**src/rtl/cpu_stack.sv**
```systemverilog
`default_nettype none
// ============================================================================
// Module   : cpu_stack
// Brief    : Operand stack fed by the 5a push stream, serving top-of-stack
//            pops to 2a with same-cycle push forwarding and stall generation.
// Revision : 1.0 - initial release
// ============================================================================
module cpu_stack #(
  parameter int WIDTH = 35,
  parameter int DEPTH = 16,
  parameter int DW    = $clog2(DEPTH + 1)
) (
  input  logic             clk,
  input  logic             rst,
  input  logic             st__push_5a,
  input  logic [WIDTH-1:0] st__to_push_5a,
  input  logic             st__pop_2a,
  input  logic             st__clear,
  output logic [WIDTH-1:0] st__top_2a,
  output logic             st__valid_2a,
  output logic             stall_2a,
  output logic [DW-1:0]    st__depth,
  output logic             st__overflow
);

  localparam int AW = (DEPTH > 1) ? $clog2(DEPTH) : 1;

  logic [WIDTH-1:0] r_mem [DEPTH];
  logic [DW-1:0]    r_sp;
  logic             r_overflow;

  logic             w_empty;
  logic             w_full;
  logic [AW-1:0]    w_top_idx;
  logic [AW-1:0]    w_wr_idx;
  logic             w_wr_en;
  logic [WIDTH-1:0] w_top;

  assign w_empty   = (r_sp == '0);
  assign w_full    = (r_sp == DW'(DEPTH));
  assign w_top_idx = AW'(r_sp - DW'(1));
  assign w_wr_idx  = AW'(r_sp);

  // A push paired with a pop is consumed by forwarding and never stored.
  assign w_wr_en = st__push_5a & ~st__pop_2a & ~st__clear & ~w_full;

  // Top depends only on the push side and stored state, never on the pop.
  always_comb begin
    w_top = '0;
    if (st__push_5a)
      w_top = st__to_push_5a;
    else if (!w_empty)
      w_top = r_mem[w_top_idx];
  end

  assign st__top_2a   = w_top;
  assign st__valid_2a = st__push_5a | ~w_empty;
  assign stall_2a     = st__pop_2a & ~st__valid_2a;
  assign st__depth    = r_sp;
  assign st__overflow = r_overflow;

  always_ff @(posedge clk or posedge rst) begin
    if (rst) begin
      r_sp       <= '0;
      r_overflow <= 1'b0;
    end else if (st__clear) begin
      r_sp <= '0;
    end else if (st__push_5a && !st__pop_2a) begin
      if (w_full)
        r_overflow <= 1'b1;
      else
        r_sp <= r_sp + DW'(1);
    end else if (st__pop_2a && !st__push_5a && !w_empty) begin
      r_sp <= r_sp - DW'(1);
    end
  end

  // Storage is deliberately left unreset; the pointer alone defines validity.
  always_ff @(posedge clk) begin
    if (w_wr_en)
      r_mem[w_wr_idx] <= st__to_push_5a;
  end

endmodule
`default_nettype wire

```
**config.mk**
```make
export PLATFORM = sky130hd
export DESIGN_NAME = cpu_stack
export DESIGN_NICKNAME = d
export VERILOG_FILES = /design/src/rtl/cpu_stack.sv
export SDC_FILE = /design/constraint.sdc
export NUM_CORES = 1
export LEC_CHECK = 0
export ABC_AREA = 1
export CAP_MARGIN = 20
export CORE_MARGIN = 4
export CORE_UTILIZATION = 60
export DETAILED_ROUTE_END_ITERATION = 12
export PLACE_DENSITY = 0.85
export SLEW_MARGIN = 10
export SYNTH_ARGS = -nofsm -noshare
export SYNTH_HDL_FRONTEND = slang
export SYNTH_SLANG_ARGS = --single-unit
```
**constraint.sdc**
```tcl
create_clock -name clk -period 5.6 [get_ports clk]
set_clock_uncertainty 0.05 [all_clocks]
set_input_delay 1.12 -clock clk [delete_from_list [all_inputs] [get_ports clk]]
set_output_delay 1.12 -clock clk [all_outputs]
set_load 0.01 [all_outputs]
```
# ---- Yosys cells after proc, flatten, opt, wreduce, memory -nomap -nowiden
# Memories as Yosys holds them, arrays and structs flattened.
# Cells that the tools add are included.
dict set report totals {
  ramBits 560
  latchBits 0
  elab_cells 35
  n_memories 1
  mem_bits_ro 0
  register_bits 6
}
# memory words word_bits read_ports rd_clocked_by_memory_dff write_ports line
set mem_list {}
lappend mem_list {r_mem 16 35 1 0 1 28} ;# logic [WIDTH-1:0] r_mem [DEPTH];
dict set report op_classes {
  eq_ne 2
  add_sub_neg 2
  n_bitwise 10
  n_div 0
  n_mux 8
  n_mul 0
  reduce_logical 10
  shifts 0
  order_cmp 0
}
# op n
set ops {}
lappend ops {{$mux 35} 2}
lappend ops {{$mux 5} 4}
lappend ops {{$add 5x1->5 const B} 1}
lappend ops {{$eq 5x5->1 const B} 1}
lappend ops {{$logic_not 5->1} 1}
lappend ops {{$not 1->1} 5}
lappend ops {{$sub 5x1->5 const B} 1}
lappend ops {{$and 1x1->1} 4}
lappend ops {{$logic_and 1x1->1} 3}
lappend ops {{$logic_not 1->1} 3}
lappend ops {{$ne 3x3->1 const B} 1}
lappend ops {{$reduce_and 3->1} 1}
lappend ops {{$reduce_bool 3->1} 1}
lappend ops {{$mux 1} 2}
lappend ops {{$reduce_and 2->1} 1}
lappend ops {{$or 1x1->1} 1}

# ---- Longest topological paths before layout
# Gate-level depths: netlist (run 1).
dict set report depth {
  depth_word 6
  depth_mapped 13
}

# ---- Worst setup path after synthesis (run 1)
# Ideal clock, no wire load.
dict set report synth_timing {
  path_kind {input port to flip-flop}
  start {input st__push_5a}
  end {memory r_mem[12][0], enable pin}
  t_arrival_ns 4.150
  slack_ns 0.929
  cell_stages 5
  path_buffers 1
  required_time_ns 5.079
  setup_ns 0.471
  path_cell_list {buf_2 nand2_1 nor2_1 nand2_1 nor3_1}
}
dict set report synth_between {
  elab_chain_cells 5
}
# element line
set synth_lines {}
lappend synth_lines {{start: declaration} 15} ;# input logic st__push_5a,
lappend synth_lines {{$and 1x1->1 (3 in a row)} 45} ;# assign w_wr_en = st__push_5a & ~st__pop_2a & ~st__clear & ~w_full;
lappend synth_lines {{$mux 1} 80} ;# if (w_wr_en)
lappend synth_lines {{$mux 1 (not written as such)} 81} ;# r_mem[w_wr_idx] <= st__to_push_5a;
lappend synth_lines {{end: declaration} 28}
# No other way between the ends.

# ---- Worst setup path in the final report (run 1)
dict set report layout_timing {
  start {register r_sp[0] (netlist: st__depth[0])}
  end {output st__top_2a[5]}
}
dict set report layout_between {
  elab_chain_cells 4
}
# element line
set layout_lines {}
lappend layout_lines {{start: declaration} 29} ;# logic [DW-1:0] r_sp;
lappend layout_lines {{start signal: assignment} 72} ;# r_sp <= r_sp + DW'(1);
lappend layout_lines {{start signal: assignment} 74} ;# r_sp <= r_sp - DW'(1);
lappend layout_lines {{$sub 5x1->5} n/a}
lappend layout_lines {{$mem_v2 16x35} n/a}
lappend layout_lines {{$mux 35 (*)} 52} ;# else if (!w_empty)
lappend layout_lines {{$mux 35 (*)} 50} ;# if (st__push_5a)
lappend layout_lines {{end: declaration} 19} ;# output logic [WIDTH-1:0] st__top_2a,
# Every way passes the cells marked *; elsewhere a longest branch is shown, timed or not.

==> flow_summary.json, run 1 <==
{
  "setup_viol_count_final": 0,
  "hold_class": "reg2reg",
  "synth.ff_latch_count": 566,
  "critical_path.endpoint": "st__top_2a[5]",
  "path_clk_slew_ns": 0.06,
  "weighted_congestion_reported_at_the_end_of_routability_driven_placement": 0.795,
  "die_area_um2": 41500,
  "cts_resized": 0,
  "number_of_global_route_vias_before_repair": 15200,
  "rsz0062_at_grt": "no",
  "clockPowerShare": 0.280,
  "average_cell_area_after_synthesis_um2": 11.8,
  "synth.yosys.seq_area_share": 0.739,
  "place_hpwl_mm": 27.7,
  "power.switching_mw": 4.39,
  "worst_setup_path_startpoint": "st__depth[0]",
  "cap_violations": 0,
  "detail_route.vias_per_cell": 6.11,
  "most-common-layout-cells": "nand2_1, edfxtp_1, nand3_1",
  "slew_headroom": 0.243,
  "clock_path_buffers": 3,
  "count_of_h_tree_levels_built_during_cts": 2,
  "power.share.switching": 0.353,
  "tns_ns": 0,
  "global_route_wire_length_before_repair_mm": 84.8,
  "critical-path-top-cell-by-count": "nand3_1",
  "grt_residual_overflow": 0,
  "first_pass_iters": 8,
  "final_slew_viol_count": 0,
  "cts-root-buf": "clkbuf_16",
  "hold_violations": 0,
  "synth_net_count": 1995,
  "power.combinational.fraction": 0.334,
  "clkSinkCount": 566,
  "clkLatencyLatePin_ns": 0.58,
  "standard_cell_rows": 71,
  "r2r_slack_ns": 1.84,
  "post_synth_inst_count": 1951,
  "synth.distinct_cells": 21,
  "cts_inserted_buffers": 53,
  "worst_r2r_startpoint": "st__depth[2]",
  "finalNonFillerCells": 2554,
  "ir_drop_uv": 470,
  "highest_clock_rate_mhz": 190,
  "clock_tree_from_tritoncts": "yes",
  "final_core_util": 0.691,
  "critPathMaxFanout": 183,
  "timing.critical_path.cells": "buf_12 > buf_4 > nand2_1 > nand3_1 > nand3_1 > nand3_1 > nand3_1 > nand2_1 > clkdlybuf4s50_1",
  "via_count": 15600,
  "synth_area_um2": 23000,
  "worstRegToRegCells": 9,
  "path_class": "reg2out",
  "power_density_over_the_cells_nw_per_um2": 477,
  "crit_path_end_kind": "output port",
  "layout_min_cycle_time_ns": 5.27,
  "port_buffers": 82,
  "design_power_mw": 12.5,
  "critical-path-max-stage-delay_ns": 0.95,
  "drc_errors": 0,
  "result_of_the_run": "completed",
  "internal-power_mw": 8.06,
  "regToRegEndpoint": "r_mem[14][24]",
  "pin_count": 83,
  "least_margin_pin_slew_ns": 1.14,
  "placed_cells": 2455,
  "seqPwrFrac": 0.386,
  "layout.cells.most_common": "nand2_1",
  "start_kind": "flip-flop",
  "critPathArrivalTime_ns": 4.10,
  "cp_slowest_cell": "buf_4",
  "chipHeight_um": 204,
  "grt_max_degree": 184,
  "die_w_um": 204,
  "wl_per_cell_um": 21.7,
  "core_area_um2": 37800,
  "areaGrowthSynthToFinish_pct": 13.6,
  "drt_first_iter_violations": 2357,
  "floorplan.initialDensity": 0.608,
  "final.fill_count": 2451,
  "ant_nets": 0,
  "worst_ep_required_time_ns": 4.43,
  "drt-total-wl_mm": 55.4,
  "grt.total_usage": 0.264,
  "nNetsFinal": 2044,
  "cts_setup_buffers": 0,
  "drive_gt1_frac": 0.0666,
  "total_leakage_power_nw": 9.32,
  "grt_antenna_before_repair": 0,
  "layout_worst_path_cycle_share": 0.941,
  "synth_warnings": 0,
  "post_cts_hold_buffer_count": 0
}
[critical path, delay by kind of cell (launching register included)]
kind | cells | cell delay, ns
simple gates | 6 | 0.81
buf+inv | 3 | 2.04
flops | 1 | 0.47
[through the flow]
stage / area [um^2] / setup slack (ns) / hold WS [ns]
after floorplan: 23000 / 0.929 / 0.451
after global placement: 24400 / 1.15 / 0.401
after detailed placement: 24400 / 1.03 / 0.416
after CTS: 26100 / 0.403 / 0.425
after global routing: 26100 / 0.148 / 0.460
final: 26100 / 0.332 / 0.425
[routing by layer]
layer / up-vias / global-route usage / part of all wire
met5: - / 0 / 0
met1: 7427 / 0.367 / 0.37
met3: 140 / 0.0536 / 0.11
met2: 1072 / 0.425 / 0.49
met4: 0 / 0.0891 / 0.025
li1: 6970 / - / -
[kinds of logic after synthesis]
kind of cell / after synthesis / synth area share
AO/OA/AOI/OAI: 8 / 0.00185
flip-flops: 566 / 0.739
adder cells (fa/ha/maj): 4 / 0.00218
AND/OR/NAND/NOR: 1216 / 0.228
XOR/XNOR: 5 / 0.00256
buffers and inverters: 152 / 0.0266
[worst min path at each step]
stage                  from           end  depth (start not counted)
4_1_cts        st__overflow  st__overflow                          2
3_5_place_dp   st__overflow  st__overflow                          2
5_1_grt        st__overflow  st__overflow                          2
6_report       st__overflow  st__overflow                          2
3_3_place_gp   st__overflow  st__overflow                          2
2_1_floorplan  st__overflow  st__overflow                          2
[state kept, by name, indices dropped and copies added, names as in the netlist]
register,flops
r_mem,560
st__depth,5
st__overflow,1
[layout make-up]
type                       count  area (um^2)  share of cell area
antenna                        1         2.50           0.0000959
inverter                      30          123             0.00470
multi-input combinational   1233         5530               0.212
tap                          511          639              0.0245
clock inverter                34          297              0.0114
sequential                   566        17000               0.650
clock buffer                  63         1390              0.0531
timing repair buffer         116         1140              0.0437
[cell usage after synthesis]
cell type | instances | share of area
clkbuf_1 | 63 | 0.010
xor2_2 | 1 | 0.00071
ha_1 | 4 | 0.0022
nand2_1 | 664 | 0.11
dfrtp_1 | 6 | 0.0065
nand2_2 | 1 | 0.00027
clkinv_1 | 1 | 0.00016
nor2_2 | 1 | 0.00027
inv_1 | 27 | 0.0044
edfxtp_1 | 560 | 0.73
buf_1 | 28 | 0.0046
xor2_1 | 3 | 0.0011
a22oi_1 | 1 | 0.00033
nor2_1 | 14 | 0.0023
nand3_1 | 530 | 0.12
inv_2 | 2 | 0.00033
buf_4 | 1 | 0.00033
buf_2 | 30 | 0.0065
nor3_1 | 6 | 0.0013
o21ai_0 | 7 | 0.0015
xnor2_2 | 1 | 0.00071
[power groups by stage]
| stage | clock, mW | combinational, mW | sequential, mW |
|---|---|---|---|
| 2_1_floorplan | 0 | 2.56 | 4.87 |
| 3_3_place_gp | 0 | 3.92 | 4.89 |
| 3_5_place_dp | 0 | 4.04 | 4.90 |
| 4_1_cts | 3.51 | 4.10 | 4.81 |
| 5_1_grt | 3.71 | 4.50 | 4.82 |
| 6_report | 3.49 | 4.16 | 4.81 |
Note: power is estimated with default switching activity, not from simulation.
==> run 2, diff against run 1 <==
- CORE_ASPECT_RATIO: not set -> 1.4
==> run 2 against run 1 <==
  * Combinational power about the same
  * Clock power down 4%
  * Routed wire length up 0.87%
  * Critical path type unchanged
  * Critical endpoint is now st__top_2a[22]
  * Largest cell class unchanged
==> flow_summary.json, run 2 (synthesized netlist as in run 1, its figures left out) <==
{
  "layout.cells.most_common": "nand2_1",
  "drc_errors": 0,
  "whs_endpoint": "st__overflow",
  "least_margin_pin_slew_ns": 1.12,
  "regToRegEndpoint": "r_mem[9][14]",
  "hold_depth": 2,
  "design_power_mw": 12.3,
  "areaGrowthSynthToFinish_pct": 13.0,
  "total_inserted_antenna_cells": 0,
  "number_of_global_route_vias_before_repair": 15500,
  "detail_route.vias_per_cell": 6.23,
  "worst_ep_required_time_ns": 4.43,
  "via_count": 15700,
  "die_w_um": 173,
  "clock_path_buffers": 3,
  "drt_first_iter_violations": 2172,
  "slew_headroom": 0.250,
  "power_density_over_the_cells_nw_per_um2": 474,
  "place_hpwl_mm": 28.8,
  "path_clk_slew_ns": 0.06,
  "wl_per_cell_um": 22.2,
  "global_route_wire_length_before_repair_mm": 85.4,
  "setup_ws_ns": 0.204,
  "register_ranked_first_by_flip_flop_count": "r_mem",
  "chipHeight_um": 240,
  "cap_violations": 0,
  "drt-total-wl_mm": 55.8,
  "result_of_the_run": "completed",
  "rsz0062_at_grt": "no",
  "grt_antenna_before_repair": 0,
  "grt_max_degree": 107,
  "setup_viol_count_final": 0,
  "worst_r2r_startpoint": "st__depth[0]",
  "ant_nets": 0,
  "ir_drop_uv": 726,
  "cts_inserted_buffers": 49,
  "crit_path_end_kind": "output port",
  "drive_gt1_frac": 0.0686,
  "largest_register_ff_count": 560,
  "first_pass_iters": 9,
  "path_class": "reg2out",
  "preCtsSetupSlack_ns": 0.837,
  "multiInputGateArea_um2": 5530,
  "highest_clock_rate_mhz": 185,
  "hold_class": "reg2reg",
  "critPathArrivalTime_ns": 4.23,
  "port_buffers": 82,
  "worstRegToRegCells": 10,
  "tns_ns": 0,
  "die_area_um2": 41500,
  "nNetsFinal": 2046,
  "holdCritStartpoint": "st__overflow",
  "clkSinkCount": 566,
  "grt_residual_overflow": 0,
  "total_leakage_power_nw": 9.28,
  "clock_tree_from_tritoncts": "yes",
  "post_cts_hold_buffer_count": 0,
  "core_area_um2": 37700,
  "hold_violations": 0,
  "standard_cell_rows": 84,
  "layout.area.seq_um2": 17000,
  "weighted_congestion_reported_at_the_end_of_routability_driven_placement": 0.806,
  "critPathMaxFanout": 52,
  "most-common-layout-cells": "nand2_1, edfxtp_1, nand3_1",
  "layout_worst_path_cycle_share": 0.964,
  "final.fill_count": 2399,
  "pin_count": 83,
  "layout_min_cycle_time_ns": 5.40,
  "grt.total_usage": 0.265,
  "start_kind": "flip-flop",
  "clkLatencyLatePin_ns": 0.57,
  "floorplan.initialDensity": 0.609,
  "cts-root-buf": "clkbuf_16",
  "r2r_slack_ns": 1.69,
  "final_slew_viol_count": 0,
  "count_of_h_tree_levels_built_during_cts": 2
}
==> run 2: worst max path at each step <==
stage / startpoint / endpoint / slack [ns] / depth (start not counted)
floorplan: st__push_5a / r_mem[12][0] / 0.93 / 5
global placement: st__depth[0] / st__top_2a[22] / 1.03 / 10
detailed placement: st__depth[0] / st__top_2a[5] / 0.84 / 9
CTS: st__depth[0] / st__top_2a[5] / 0.22 / 9
global route: st__depth[0] / st__top_2a[22] / 0.10 / 10
finish: st__depth[0] / st__top_2a[22] / 0.20 / 10
==> run 2: report_power, final <==
part | total (mW) | switching, mW | internal (mW)
Clock | 3.35 | 1.47 | 1.88
Sequential | 4.82 | 0.0763 | 4.75
Combinational | 4.13 | 2.81 | 1.31
==> run 2: through the flow <==
stage               instances  hold WS [ns]  cell area [um^2]   util
finish                   2515         0.429             26000  0.688
global route             2515         0.472             26000  0.688
CTS                      2515         0.450             26000  0.688
detailed placement       2424         0.435             24400  0.646
global placement         2424         0.403             24400  0.646
floorplan                1951         0.451             23000      -
==> run 2: what timing repair did <==
action,4_1_cts,5_1_grt
buffers inserted,0,0
hold endpoints to repair,0,0
gates resized for setup,0,1
endpoints found under the setup margin,0,1
==> run 2: routing by layer <==
layer,part of all wire,global-route usage
met5,0,0
met4,0.045,0.126
met3,0.098,0.0429
met2,0.51,0.462
met1,0.35,0.327
==> run 2: final cells by class <==
class                   instances  area share
clock inverters                32      0.0120
flip-flops and latches        566       0.654
well taps                     473      0.0228
inverters                      30     0.00472
repair buffers                122      0.0441
clock buffers                  59      0.0495
multi-input cells            1233       0.213
==> run 2: critical path: stages, from the launching register on <==
cell	delay (ns)
dfrtp_4	0.75
inv_8	0.23
ha_4	0.28
inv_1	0.20
nor2_2	0.10
nand2_1	0.16
nand2_1	0.09
inv_2	0.77
nand3_1	0.32
nand2_1	0.16
clkdlybuf4s50_1	0.56
==> run 3, diff against run 2 <==
- SLEW_MARGIN: 10 -> 30
==> run 3 against run 2 <==
  * Non-clock buffer count is the same
  * Die area unchanged
  * Combinational power hardly changed
  * Critical path type unchanged
  * Critical endpoint unchanged
  * Largest power group unchanged
==> flow_summary.json, run 3 (synthesized netlist as in run 1, its figures left out) <==
{
  "crit_path_end_kind": "output port",
  "place_hpwl_mm": 28.8,
  "hold_violations": 0,
  "least_margin_pin_slew_ns": 1.07,
  "final.fill_count": 2405,
  "path_clk_slew_ns": 0.06,
  "r2r_slack_ns": 1.66,
  "wl_per_cell_um": 22.1,
  "port_buffers": 82,
  "count_of_h_tree_levels_built_during_cts": 2,
  "grt_antenna_before_repair": 1,
  "critical-path-top-cell-by-count": "nand2_1",
  "ant_nets": 0,
  "final_slew_viol_count": 0,
  "critPathArrivalTime_ns": 4.28,
  "grt_max_degree": 107,
  "setup_viol_count_final": 0,
  "clkSinkCount": 566,
  "whs_endpoint": "st__overflow",
  "cts_inserted_buffers": 48,
  "nNetsFinal": 2045,
  "final_core_util": 0.687,
  "layout_min_cycle_time_ns": 5.45,
  "multiInputGateArea_um2": 5530,
  "rsz0062_at_grt": "no",
  "areaGrowthSynthToFinish_pct": 12.8,
  "result_of_the_run": "completed",
  "die_w_um": 173,
  "via_count": 15600,
  "grt_residual_overflow": 0,
  "first_pass_iters": 6,
  "regToRegEndpoint": "r_mem[9][14]",
  "hold_class": "reg2reg",
  "clock_tree_from_tritoncts": "yes",
  "detail_route.vias_per_cell": 6.21,
  "tns_ns": 0,
  "start_kind": "flip-flop",
  "slew_headroom": 0.286,
  "register_ranked_first_by_flip_flop_count": "r_mem",
  "global_route_wire_length_before_repair_mm": 84.4,
  "clkLatencyLatePin_ns": 0.56,
  "critical_path_depth": 10,
  "finalNonFillerCells": 2507,
  "cts_setup_buffers": 0,
  "highest_clock_rate_mhz": 183,
  "drc_errors": 0,
  "chipHeight_um": 240,
  "drt_first_iter_violations": 2134,
  "ir_drop_uv": 418,
  "standard_cell_rows": 84,
  "total_leakage_power_nw": 9.25,
  "timing.critical_path.buf_inv": 4,
  "number_of_global_route_vias_before_repair": 15400,
  "layout.area.seq_um2": 17000,
  "holdCritStartpoint": "st__overflow",
  "critical-path-top-delay-family": "buffers and inverters",
  "core_area_um2": 37700,
  "worst_ep_required_time_ns": 4.43,
  "whs_ns": 0.425,
  "worstRegToRegCells": 10,
  "critical-path-max-stage-delay_ns": 0.69,
  "grt.total_usage": 0.261,
  "layout_worst_path_cycle_share": 0.973,
  "layout.cells.most_common": "nand2_1",
  "critPathMaxFanout": 52,
  "groute.layer.met1.usage": 0.326,
  "use_met3": 0.0456,
  "cts-root-buf": "clkbuf_16",
  "cap_violations": 0,
  "most_used_layer_global_route": "met2",
  "largest_register_ff_count": 560,
  "power_density_over_the_cells_nw_per_um2": 472,
  "placed_cells": 2424,
  "drive_gt1_frac": 0.0664,
  "clock_path_buffers": 3,
  "die_area_um2": 41500,
  "pin_count": 83,
  "most-common-layout-cells": "nand2_1, edfxtp_1, nand3_1",
  "timing.critical_path.cells": "inv_8 > ha_4 > inv_1 > nor2_2 > nand2_1 > nand2_1 > clkinv_2 > nand3_1 > nand2_1 > clkdlybuf4s50_1",
  "floorplan.initialDensity": 0.609,
  "worst_r2r_startpoint": "st__depth[0]",
  "globalRouteMet2Util": 0.446,
  "path_class": "reg2out",
  "hold_depth": 2,
  "cp_slowest_cell": "dfrtp_4",
  "drt-total-wl_mm": 55.4,
  "weighted_congestion_reported_at_the_end_of_routability_driven_placement": 0.806
}
==> run 3: cell types whose count changed in the layout (fill, tap and decap cells not counted), sizes merged <==
cell	previous run	this run
bufinv	5	6
diode	0	1
inv	32	31
clkinv	22	19
clkinvlp	3	2
clkbuf	59	54
==> run 3: cell type report <==
| cell class | count | area share |
|---|---|---|
| inverters | 30 | 0.00478 |
| diodes | 1 | 0.0000966 |
| repair buffers | 122 | 0.0446 |
| clock buffers | 54 | 0.0472 |
| well taps | 473 | 0.0228 |
| flip-flops and latches | 566 | 0.655 |
| clock inverters | 28 | 0.0117 |
| multi-input cells | 1233 | 0.214 |
==> run 3: worst min-delay path, stage by stage (launching register included) <==
cell and delay, ns:
dfrtp_1 0.34, inv_1 0.04, nand2_1 0.06
==> run 3: how the worst max path moves through the flow <==
stage | end | startpoint | slack (ns)
CTS | st__top_2a[5] | st__depth[0] | 0.24
finish | st__top_2a[22] | st__depth[0] | 0.15
detailed placement | st__top_2a[5] | st__depth[0] | 0.85
global route | st__top_2a[22] | st__depth[0] | 0.03
floorplan | r_mem[12][0] | st__push_5a | 0.93
global placement | st__top_2a[22] | st__depth[0] | 1.03
==> run 3: stage by stage <==
| stage | instance area, um^2 | worst slack (ns) | power, mW |
|---|---|---|---|
| 5_1_grt | 25900 | 0.0283 | 12.8 |
| 4_1_cts | 25900 | 0.237 | 12.2 |
| 3_3_place_gp | 24400 | 1.03 | 8.82 |
| 3_5_place_dp | 24400 | 0.846 | 8.94 |
| 2_1_floorplan | 23000 | 0.929 | 7.43 |
| 6_report | 25900 | 0.149 | 12.2 |
==> run 3: per-layer routing <==
metal | routed length, um | share of wire
met4 | 2200 | 0.040
met2 | 27900 | 0.50
met3 | 5830 | 0.11
met1 | 19400 | 0.35
met5 | 0 | 0
==> run 3: repair_timing <==
item	4_1_cts	5_1_grt
resized for setup	0	1
endpoints found under the setup margin	0	1
hold buffers	0	0
==> run 3: report_power, final <==
group | total (mW) | internal (mW) | switching [mW]
sequential | 4.82 | 4.75 | 0.0763
combinational | 4.12 | 1.31 | 2.81
clock | 3.28 | 1.85 | 1.43
total | 12.2 | 7.91 | 4.31
